--- src/rtl/neptune_rf_pkg.sv ---
// Shared defaults for the register-file write scheduler.
// Requester index width derives from the requester count.
package neptune_rf_pkg;

    localparam int WIDTH     = 16;
    localparam int ADD_WIDTH = 3;
    localparam int N_REQ     = 4;
    localparam int REQ_IW    = $clog2(N_REQ);

    function automatic int req_iw(input int n);
        return (n < 2) ? 1 : $clog2(n);
    endfunction

endpackage

--- src/rtl/rr_pick.sv ---
// Rotate-priority first-one finder: first set mask bit
// at or after start_i, wrapping modulo N.
module rr_pick #(
    parameter int N  = 4,
    parameter int IW = 2
) (
    input  logic [N-1:0]  mask_i,
    input  logic [IW-1:0] start_i,
    output logic          found_o,
    output logic [IW-1:0] idx_o
);

    int j;

    // Scan from the far end so the nearest hit wins last.
    always_comb begin
        found_o = 1'b0;
        idx_o   = '0;
        j       = 0;
        for (int k = N - 1; k >= 0; k--) begin
            j = int'(start_i) + k;
            if (j >= N) j = j - N;
            if (mask_i[j]) begin
                found_o = 1'b1;
                idx_o   = IW'(j);
            end
        end
    end

endmodule

--- src/rtl/reg_wr_sched.sv ---
// Dual write-port scheduler for the GPR array, round-robin, two grants/cycle.
// Optional REG_WR_COLL_CNT_EN adds a saturating same-address denial counter.
module reg_wr_sched
    import neptune_rf_pkg::*;
#(
    parameter int width     = WIDTH,
    parameter int add_width = ADD_WIDTH,
    parameter int n_req     = N_REQ
) (
    input  logic                       clk,
    input  logic                       rst,
    input  logic [n_req-1:0]           req_valid,
    input  logic [n_req*add_width-1:0] req_add,
    input  logic [n_req*width-1:0]     req_data,
    output logic [n_req-1:0]           req_ready,
    output logic                       we1,
    output logic                       we2,
    output logic [add_width-1:0]       add1,
    output logic [add_width-1:0]       add2,
    output logic [width-1:0]           wr1,
    output logic [width-1:0]           wr2,
    output logic                       sched_stall
`ifdef REG_WR_COLL_CNT_EN
    ,
    output logic [7:0]                 coll_cnt
`endif
);

    localparam int IW = req_iw(n_req);

    logic [add_width-1:0] addr [n_req];
    logic [width-1:0]     data [n_req];

    logic                 a_found, b_found;
    logic [IW-1:0]        a_idx, b_idx, b_start;
    logic [IW-1:0]        last_idx;
    logic [add_width-1:0] add_a;
    logic [n_req-1:0]     mask_b;
    logic                 coll_hit;

    logic                 we1_q, we2_q;
    logic [add_width-1:0] add1_q, add2_q;
    logic [width-1:0]     wr1_q, wr2_q;
    logic [IW-1:0]        rr_q, rr_d;

    always_comb begin
        for (int i = 0; i < n_req; i++) begin
            addr[i] = req_add[i*add_width +: add_width];
            data[i] = req_data[i*width +: width];
        end
    end

    rr_pick #(.N(n_req), .IW(IW)) u_pick_a (
        .mask_i  (req_valid),
        .start_i (rr_q),
        .found_o (a_found),
        .idx_o   (a_idx)
    );

    assign add_a   = addr[a_idx];
    assign b_start = (a_idx == IW'(n_req - 1)) ? '0 : a_idx + IW'(1);

    // Port II candidates exclude A and anything aliasing A's address.
    always_comb begin
        mask_b   = '0;
        coll_hit = 1'b0;
        for (int i = 0; i < n_req; i++) begin
            if (req_valid[i] && a_found && (IW'(i) != a_idx)) begin
                if (addr[i] == add_a) coll_hit = 1'b1;
                else                  mask_b[i] = 1'b1;
            end
        end
    end

    rr_pick #(.N(n_req), .IW(IW)) u_pick_b (
        .mask_i  (mask_b),
        .start_i (b_start),
        .found_o (b_found),
        .idx_o   (b_idx)
    );

    always_comb begin
        for (int i = 0; i < n_req; i++) begin
            req_ready[i] = !rst &&
                ((a_found && (a_idx == IW'(i))) ||
                 (b_found && (b_idx == IW'(i))));
        end
    end

    assign sched_stall = |(req_valid & ~req_ready);

    assign last_idx = b_found ? b_idx : a_idx;

    always_comb begin
        rr_d = rr_q;
        if (a_found)
            rr_d = (last_idx == IW'(n_req - 1)) ? '0 : last_idx + IW'(1);
    end

    always_ff @(posedge clk) begin
        if (rst) begin
            we1_q  <= 1'b0;
            we2_q  <= 1'b0;
            add1_q <= '0;
            add2_q <= '0;
            wr1_q  <= '0;
            wr2_q  <= '0;
            rr_q   <= '0;
        end else begin
            we1_q <= a_found;
            we2_q <= b_found;
            rr_q  <= rr_d;
            if (a_found) begin
                add1_q <= add_a;
                wr1_q  <= data[a_idx];
            end
            if (b_found) begin
                add2_q <= addr[b_idx];
                wr2_q  <= data[b_idx];
            end
        end
    end

    assign we1  = we1_q;
    assign we2  = we2_q;
    assign add1 = add1_q;
    assign add2 = add2_q;
    assign wr1  = wr1_q;
    assign wr2  = wr2_q;

`ifdef REG_WR_COLL_CNT_EN
    logic [7:0] coll_q;

    always_ff @(posedge clk) begin
        if (rst)
            coll_q <= '0;
        else if (coll_hit && (coll_q != 8'hFF))
            coll_q <= coll_q + 8'd1;
    end

    assign coll_cnt = coll_q;
`endif

endmodule

--- config.mk ---
export PLATFORM = sky130hd
export DESIGN_NAME = reg_wr_sched
export DESIGN_NICKNAME = d
export VERILOG_FILES = /design/src/rtl/neptune_rf_pkg.sv /design/src/rtl/rr_pick.sv /design/src/rtl/reg_wr_sched.sv
export SDC_FILE = /design/constraint.sdc
export NUM_CORES = 1
export LEC_CHECK = 0
export BUFFER_PORTS_ARGS = -buffer_cell sky130_fd_sc_hd__buf_2
export CORE_MARGIN = 2
export CORE_UTILIZATION = 52
export DETAILED_ROUTE_END_ITERATION = 10
export PLACE_DENSITY = 0.86
export SKIP_CTS_REPAIR_TIMING = 1
export SLEW_MARGIN = 20
export SYNTH_ARGS = -nofsm -noshare
export SYNTH_HDL_FRONTEND = slang
export SYNTH_HIERARCHICAL = 1
export SYNTH_SLANG_ARGS = --single-unit
--- constraint.sdc ---
create_clock -name clk -period 7.45 [get_ports clk]
set_clock_uncertainty 0.05 [all_clocks]
set_input_delay 0.3725 -clock clk [delete_from_list [all_inputs] [get_ports clk]]
set_output_delay 0.3725 -clock clk [all_outputs]
set_load 0.1 [all_outputs]
After elaboration in Yosys (flattened, before gate mapping)
Index checks and enable logic that the tools add are counted.
- flip-flop bits (word level): 42
- input bits: 82
- logic and storage cells: 159
- $add $sub $neg: 16
- order comparisons: 18
- equal/unequal tests: 14
- multiplexer cells: 71
- bitwise gates (word level): 4
- reductions and logical operators: 29
- operator list (operator ; number):
    32-bit by 4-bit < comparator with 1-bit output, second input constant ; 8
    32-bit two-way mux ; 8
    32-bit by 4-bit greater-or-equal comparator with 1-bit output, second input constant ; 6
    32-bit by 4-bit subtractor with 32-bit output, second input constant ; 6
    16-bit binary-select mux with 2-bit select ; 2
    16-bit two-way mux ; 4
    1-bit two-way mux ; 32
    2-bit two-way mux ; 11
    1-bit logical AND ; 20
    1-bit binary-select mux with 2-bit select ; 8
    2-bit by 2-bit adder with 3-bit output, second input constant ; 4
    3-bit binary-select mux with 2-bit select ; 2
    3-bit equality test ; 4
    3-bit two-way mux ; 4
    2-bit equality test, second input constant ; 5
    2-bit by 3-bit subtractor with 4-bit output, second input constant ; 2
    2-bit by 1-bit adder with 3-bit output, second input constant ; 2
    2-bit by 3-bit greater-or-equal comparator with 1-bit output, second input constant ; 2
    3-bit greater-or-equal comparator, second input constant ; 2
    2-bit NOT with 3-bit output ; 2
    2-bit by 1-bit adder with 2-bit output, second input constant ; 2
    4-bit AND ; 1
    2-bit by 1-bit equality test with 1-bit output, second input constant ; 2
    2-bit zero test ; 2
    7 further kinds ; 11

Longest topological paths before layout
- depth after elaboration: 31
- mapped depth: 21
- mapped depth without buffers: 16

Hierarchy
The synthesis kept the hierarchy.
- modules (own cells, without submodules) (module ; times used ; cells each ; area each (um^2)):
    reg_wr_sched ; 1 ; 233 ; 2850.2
    rr_pick ; 2 ; 13 ; 77.6

Worst setup path after synthesis
Ideal clock, no wire load.
- kind: reg-to-output
- start point: register rr_q[1]
- end point: output port sched_stall
- data arrival time: 5596 ps
- required time: 7028 ps
- slack: 1432 ps
- cell stages (with the launch flop): 15
- cell sequence: dfxtp_1 -> nand2b_1 -> a21oi_1 -> a211oi_2 -> buf_6 -> mux4_2 -> xnor2_1 -> a31oi_1 -> mux2i_1 -> a211oi_2 -> buf_2 -> buf_6 -> nand3b_1 -> a21oi_1 -> o2111ai_1
- cells in the longest elaborated chain, start to end: 31
- ends and longest elaborated chain (item ; line ; text):
    start, declared ; reg_wr_sched.sv:44 ; logic [IW-1:0] rr_q, rr_d;
    start signal, assigned ; reg_wr_sched.sv:112 ; rr_q <= rr_d;
    2-bit by 2-bit adder with 3-bit output ; rr_pick.sv:21 ; j = int'(start_i) + k;
    32-bit by 4-bit subtractor with 32-bit output / 32-bit by 4-bit greater-or-equal comparator with 1-bit output (equally long branches) ; rr_pick.sv:22 ; if (j >= N) j = j - N;
    32-bit two-way mux ; rr_pick.sv:22 ;
    1-bit binary-select mux with 2-bit select ; rr_pick.sv:23 ; if (mask_i[j]) begin
    1-bit two-way mux (implied by the code) (2 in series) ; rr_pick.sv:23 ;
    2-bit two-way mux (3 in series) ; rr_pick.sv:23 ;
    2-bit two-way mux (*) ; rr_pick.sv:23 ;
    net a_idx[0] ; reg_wr_sched.sv:35 ; logic [IW-1:0] a_idx, b_idx, b_start;
    [7 not listed] ; -- ;
    net mask_b[3] ; reg_wr_sched.sv:38 ; logic [n_req-1:0] mask_b;
    [7 not listed] ; -- ;
    net b_idx[0] ; reg_wr_sched.sv:35 ;
    2-bit by 1-bit equality test with 1-bit output (*) ; reg_wr_sched.sv:86 ; (b_found && (b_idx == IW'(i))));
    1-bit logical AND (*) ; reg_wr_sched.sv:86 ;
    1-bit logical OR (*) ; reg_wr_sched.sv:85 ; ((a_found && (a_idx == IW'(i))) ||
    1-bit logical AND (*) ; reg_wr_sched.sv:84 ; req_ready[i] = !rst &&
    net req_ready[1] ; reg_wr_sched.sv:15 ; output logic [n_req-1:0] req_ready,
    4-bit NOT (*) ; reg_wr_sched.sv:90 ; assign sched_stall = |(req_valid & ~req_ready);
    4-bit AND (*) ; reg_wr_sched.sv:90 ;
    4-bit OR reduction (*) ; reg_wr_sched.sv:90 ;
    end, declared ; reg_wr_sched.sv:22 ; output logic sched_stall
Mark *: on every way through the listed nets, which the timed path passes. The rest lies on a longest branch. The select of a mux whose other input is x is not followed.

Final worst setup path
- start point: register rr_q[0]
- end point: output port sched_stall
- cells in the longest elaborated chain, start to end: 31
- ends and longest elaborated chain (item ; line):
    2-bit by 2-bit adder with 3-bit output ; rr_pick.sv:21
    32-bit by 4-bit subtractor with 32-bit output / 32-bit by 4-bit greater-or-equal comparator with 1-bit output (equally long branches) ; rr_pick.sv:22
    32-bit two-way mux ; rr_pick.sv:22
    1-bit binary-select mux with 2-bit select ; rr_pick.sv:23
    1-bit two-way mux (implied by the code) (2 in series) ; rr_pick.sv:23
    2-bit two-way mux (3 in series) ; rr_pick.sv:23
    2-bit two-way mux (*) ; rr_pick.sv:23
    net a_idx[1] ; reg_wr_sched.sv:35
    [7 not listed] ; --
    net mask_b[3] ; reg_wr_sched.sv:38
    [7 not listed] ; --
    net b_idx[0] ; reg_wr_sched.sv:35
    2-bit by 1-bit equality test with 1-bit output (tied with other cells) ; reg_wr_sched.sv:86
    1-bit logical AND ; reg_wr_sched.sv:86
    1-bit logical OR ; reg_wr_sched.sv:85
    1-bit logical AND ; reg_wr_sched.sv:84
    4-bit NOT (*) ; reg_wr_sched.sv:90
    4-bit AND (*) ; reg_wr_sched.sv:90
    4-bit OR reduction (*) ; reg_wr_sched.sv:90
Marks and branches as above.

==> metrics.md <==
| Metric | Value |
|---|---|
| # clock sinks | `42` |
| Via Count | `2579` |
| Final instance area | `0.00368 sq mm` |
| Die Wd | `80.0 microns` |
| Critical Path, Cell by Cell | `nor3b_1, a211oi_1, nor2_2, mux4_2, xnor2_1, a31oi_1, mux2i_1, a211oi_4, nor3b_1, a221o_1, o2111ai_1, buf_2` |
| Crit-path max cell delay | `0.85 ns` |
| Placed instance area | `0.00358 sq mm` |
| Clock Latency Late Sink | `0.28 ns` |
| Dominant synthesized flop cell | `dfxtp_1` |
| Cts bufs inserted | `5` |
| Worst-Margin Slew | `1.10 ns` |
| Total wire length | `7440 microns` |
| Min-delay worst type | `reg2reg` |
| Crit-path max FO | `22` |
| Ys Warns | `6` |
| Die H | `80.0 microns` |
| CTS root buffer | `clkbuf_8` |
| DP Wirelength | `5610 microns` |
| DRC | `0` |
| Mapped Area | `0.00301 sq mm` |
| Max-slew violations | `0` |
| TritonCTS clock tree | `done` |
| TNS Setup | `0 ns` |
| IO Port Bufs | `126` |
| Clock transition at path regs | `0.08 ns` |
| Vias/cell | `5.77` |
| P&R area growth vs syn | `22.3%` |
| Critical path arrival | `4.90 ns` |
| GRT Resource Usage Total | `23.6%` |
| Library cells used by synthesis | `33` |
| Cell Rows | `27` |
| Critical Path End Type | `output port` |
| Flops & latches, synth | `42` |
| Clock tree buffer depth | `2` |
| CTS HTree Levels | `2` |
| Setup Viol. Count Final | `0` |
| RSZ-0062 raised after global routing | `false` |
| Grt total ovfl | `0` |
| Die ar. | `0.00640 sq mm` |
| EDFF count, synth | `0` |
| Initial Util | `54.2%` |
| Final ANT Viol Nets | `0` |
| Crit path kind | `reg2out` |
| Async SR Flop Fraction | `0%` |
| Commonest non-fill, non-tap cell in the layout | `buf_2` |
| RD Place Congestion | `0.883` |
| Syn Inst Count | `259` |
| First-pass GRT wire length | `11600 microns` |
| Share of layout cells above drive strength 1 | `45.6%` |
| Syn_nets | `346` |
| Fill count | `441` |
| Most Frequent Cell on Critical Path | `nor3b_1` |
| Avg Synthesized Cell Area | `11.6 sq um` |
| CP required | `7.03 ns` |
| Fmax | `188 MHz` |
| Startpoint type of the worst setup path | `flip-flop` |
| Part of the Yosys area used for sequential elements | `28.0%` |
| Routed wire per std cell | `16.6 microns` |
| Initial antenna violation count | `0` |
| Slew Limit Headroom | `26.3%` |
| Initial DRC Count | `95` |
| Core area | `0.00554 sq mm` |
| Finished Core Util | `66.4%` |
| Pin count of the biggest net entering global routing | `49` |
| IO Count | `127` |
| Period minus WS final | `5.33 ns` |
| Ant diodes | `0` |
| DR pass1 iterations | `4` |
| Period utilisation layout | `71.5%` |
| Slowest-stage cell, CP | `a211oi_4` |
| Commonest non-fill, non-tap cells in the layout | `buf_2, nor2_1, dfxtp_1` |
| Vias in the first global route | `2517` |
| Final net count | `461` |
| Maxcap violations | `0` |
| Outcome | `finished clean` |
| Fin. Hold Viols | `0` |
==> per-layer routing <==
| layer | global-route usage (%) | wire length [microns] | vias to the layer above |
|---|---|---|---|
| met3 | 5.43 | 489 | 13 |
| met4 | 8.31 | 112 | 0 |
| met1 | 28.9 | 2990 | 1245 |
| li1 | - | - | 1199 |
| met2 | 40.7 | 3840 | 122 |
| met5 | 0 | 0 | - |
==> path summary, 6_finish.rpt <==
check | startpoint | endpoint | slack (ns) | cells after the start
worst max-delay path | rr_q[0]$_SDFFE_PP0P_ | sched_stall | 2.12 | 12
worst min-delay path | add2[1]$_SDFFE_PP0P_ | add2[1]$_SDFFE_PP0P_ | 0.44 | 2
worst max register to register | rr_q[0]$_SDFFE_PP0P_ | wr2[0]$_SDFFE_PP0P_ | 2.61 | 12
worst min register to register | add2[1]$_SDFFE_PP0P_ | add2[1]$_SDFFE_PP0P_ | 0.44 | 2
==> state kept, by name, indices dropped and copies added (netlist names) <==
signal	count
we2	1
add2	3
wr2	16
rr_q	2
add1	3
we1	1
wr1	16
==> synth_stat cells, types with 2 or more instances <==
master,number,area (sq um)
nor2_1,49,184
dfxtp_1,42,841
mux2i_1,41,410
mux4_2,29,653
xnor2_1,12,105
mux4_1,9,236
nand2_1,7,26.3
buf_2,6,30.0
buf_6,6,67.6
nand3b_1,6,45.0
ha_1,5,62.6
inv_1,5,18.8
nand2b_1,5,31.3
a31oi_1,4,25.0
clkbuf_1,4,15.0
a21oi_1,3,15.0
nor2b_1,3,18.8
nor3b_1,3,22.5
a211oi_1,2,15.0
a211oi_2,2,25.0
buf_12,2,40.0
clkbuf_8,2,27.5
o21ai_0,2,10.0
==> cell families after synthesis <==
family / count (synthesis) / share of synthesized area (%)
multiplexers: 80 / 43.6
AND/OR/NAND/NOR: 75 / 11.4
flip-flops: 42 / 28.0
buffers and inverters: 27 / 6.99
AO/OA/AOI/OAI: 18 / 4.41
XOR/XNOR: 12 / 3.50
adder cells (fa/ha/maj): 5 / 2.08
==> area by class of cell <==
cell class / count / area [sq um] / share of cell area [%]
multi-input cells: 190 / 1980 / 53.8
flip-flops and latches: 42 / 841 / 22.9
repair buffers: 130 / 661 / 18.0
well taps: 72 / 90.1 / 2.45
clock buffers: 6 / 72.6 / 1.97
inverters: 5 / 18.8 / 0.511
clock inverters: 2 / 13.8 / 0.374
==> stage by stage <==
stage | setup slack (ns) | hold slack [ns] | instances
2_1_floorplan | 1.43 | 0.417 | 259
3_3_place_gp | 2.41 | 0.417 | 439
3_5_place_dp | 2.31 | 0.431 | 439
4_1_cts | 2.04 | 0.452 | 447
5_1_grt | 1.71 | 0.468 | 447
6_report | 2.12 | 0.443 | 447
==> worst max-delay path, delay by kind of cell, from the launching register on <==
kind	cells	cell delay, ns
multiplexers	2	0.68
XOR/XNOR	1	0.16
AND/OR/NAND/NOR	3	1.20
flip-flops	1	0.42
AO/OA/AOI/OAI	5	1.69
buffers and inverters	1	0.46
Power is not shown: default switching activity piles up to over one toggle a cycle in this logic, so the estimate is an artifact.
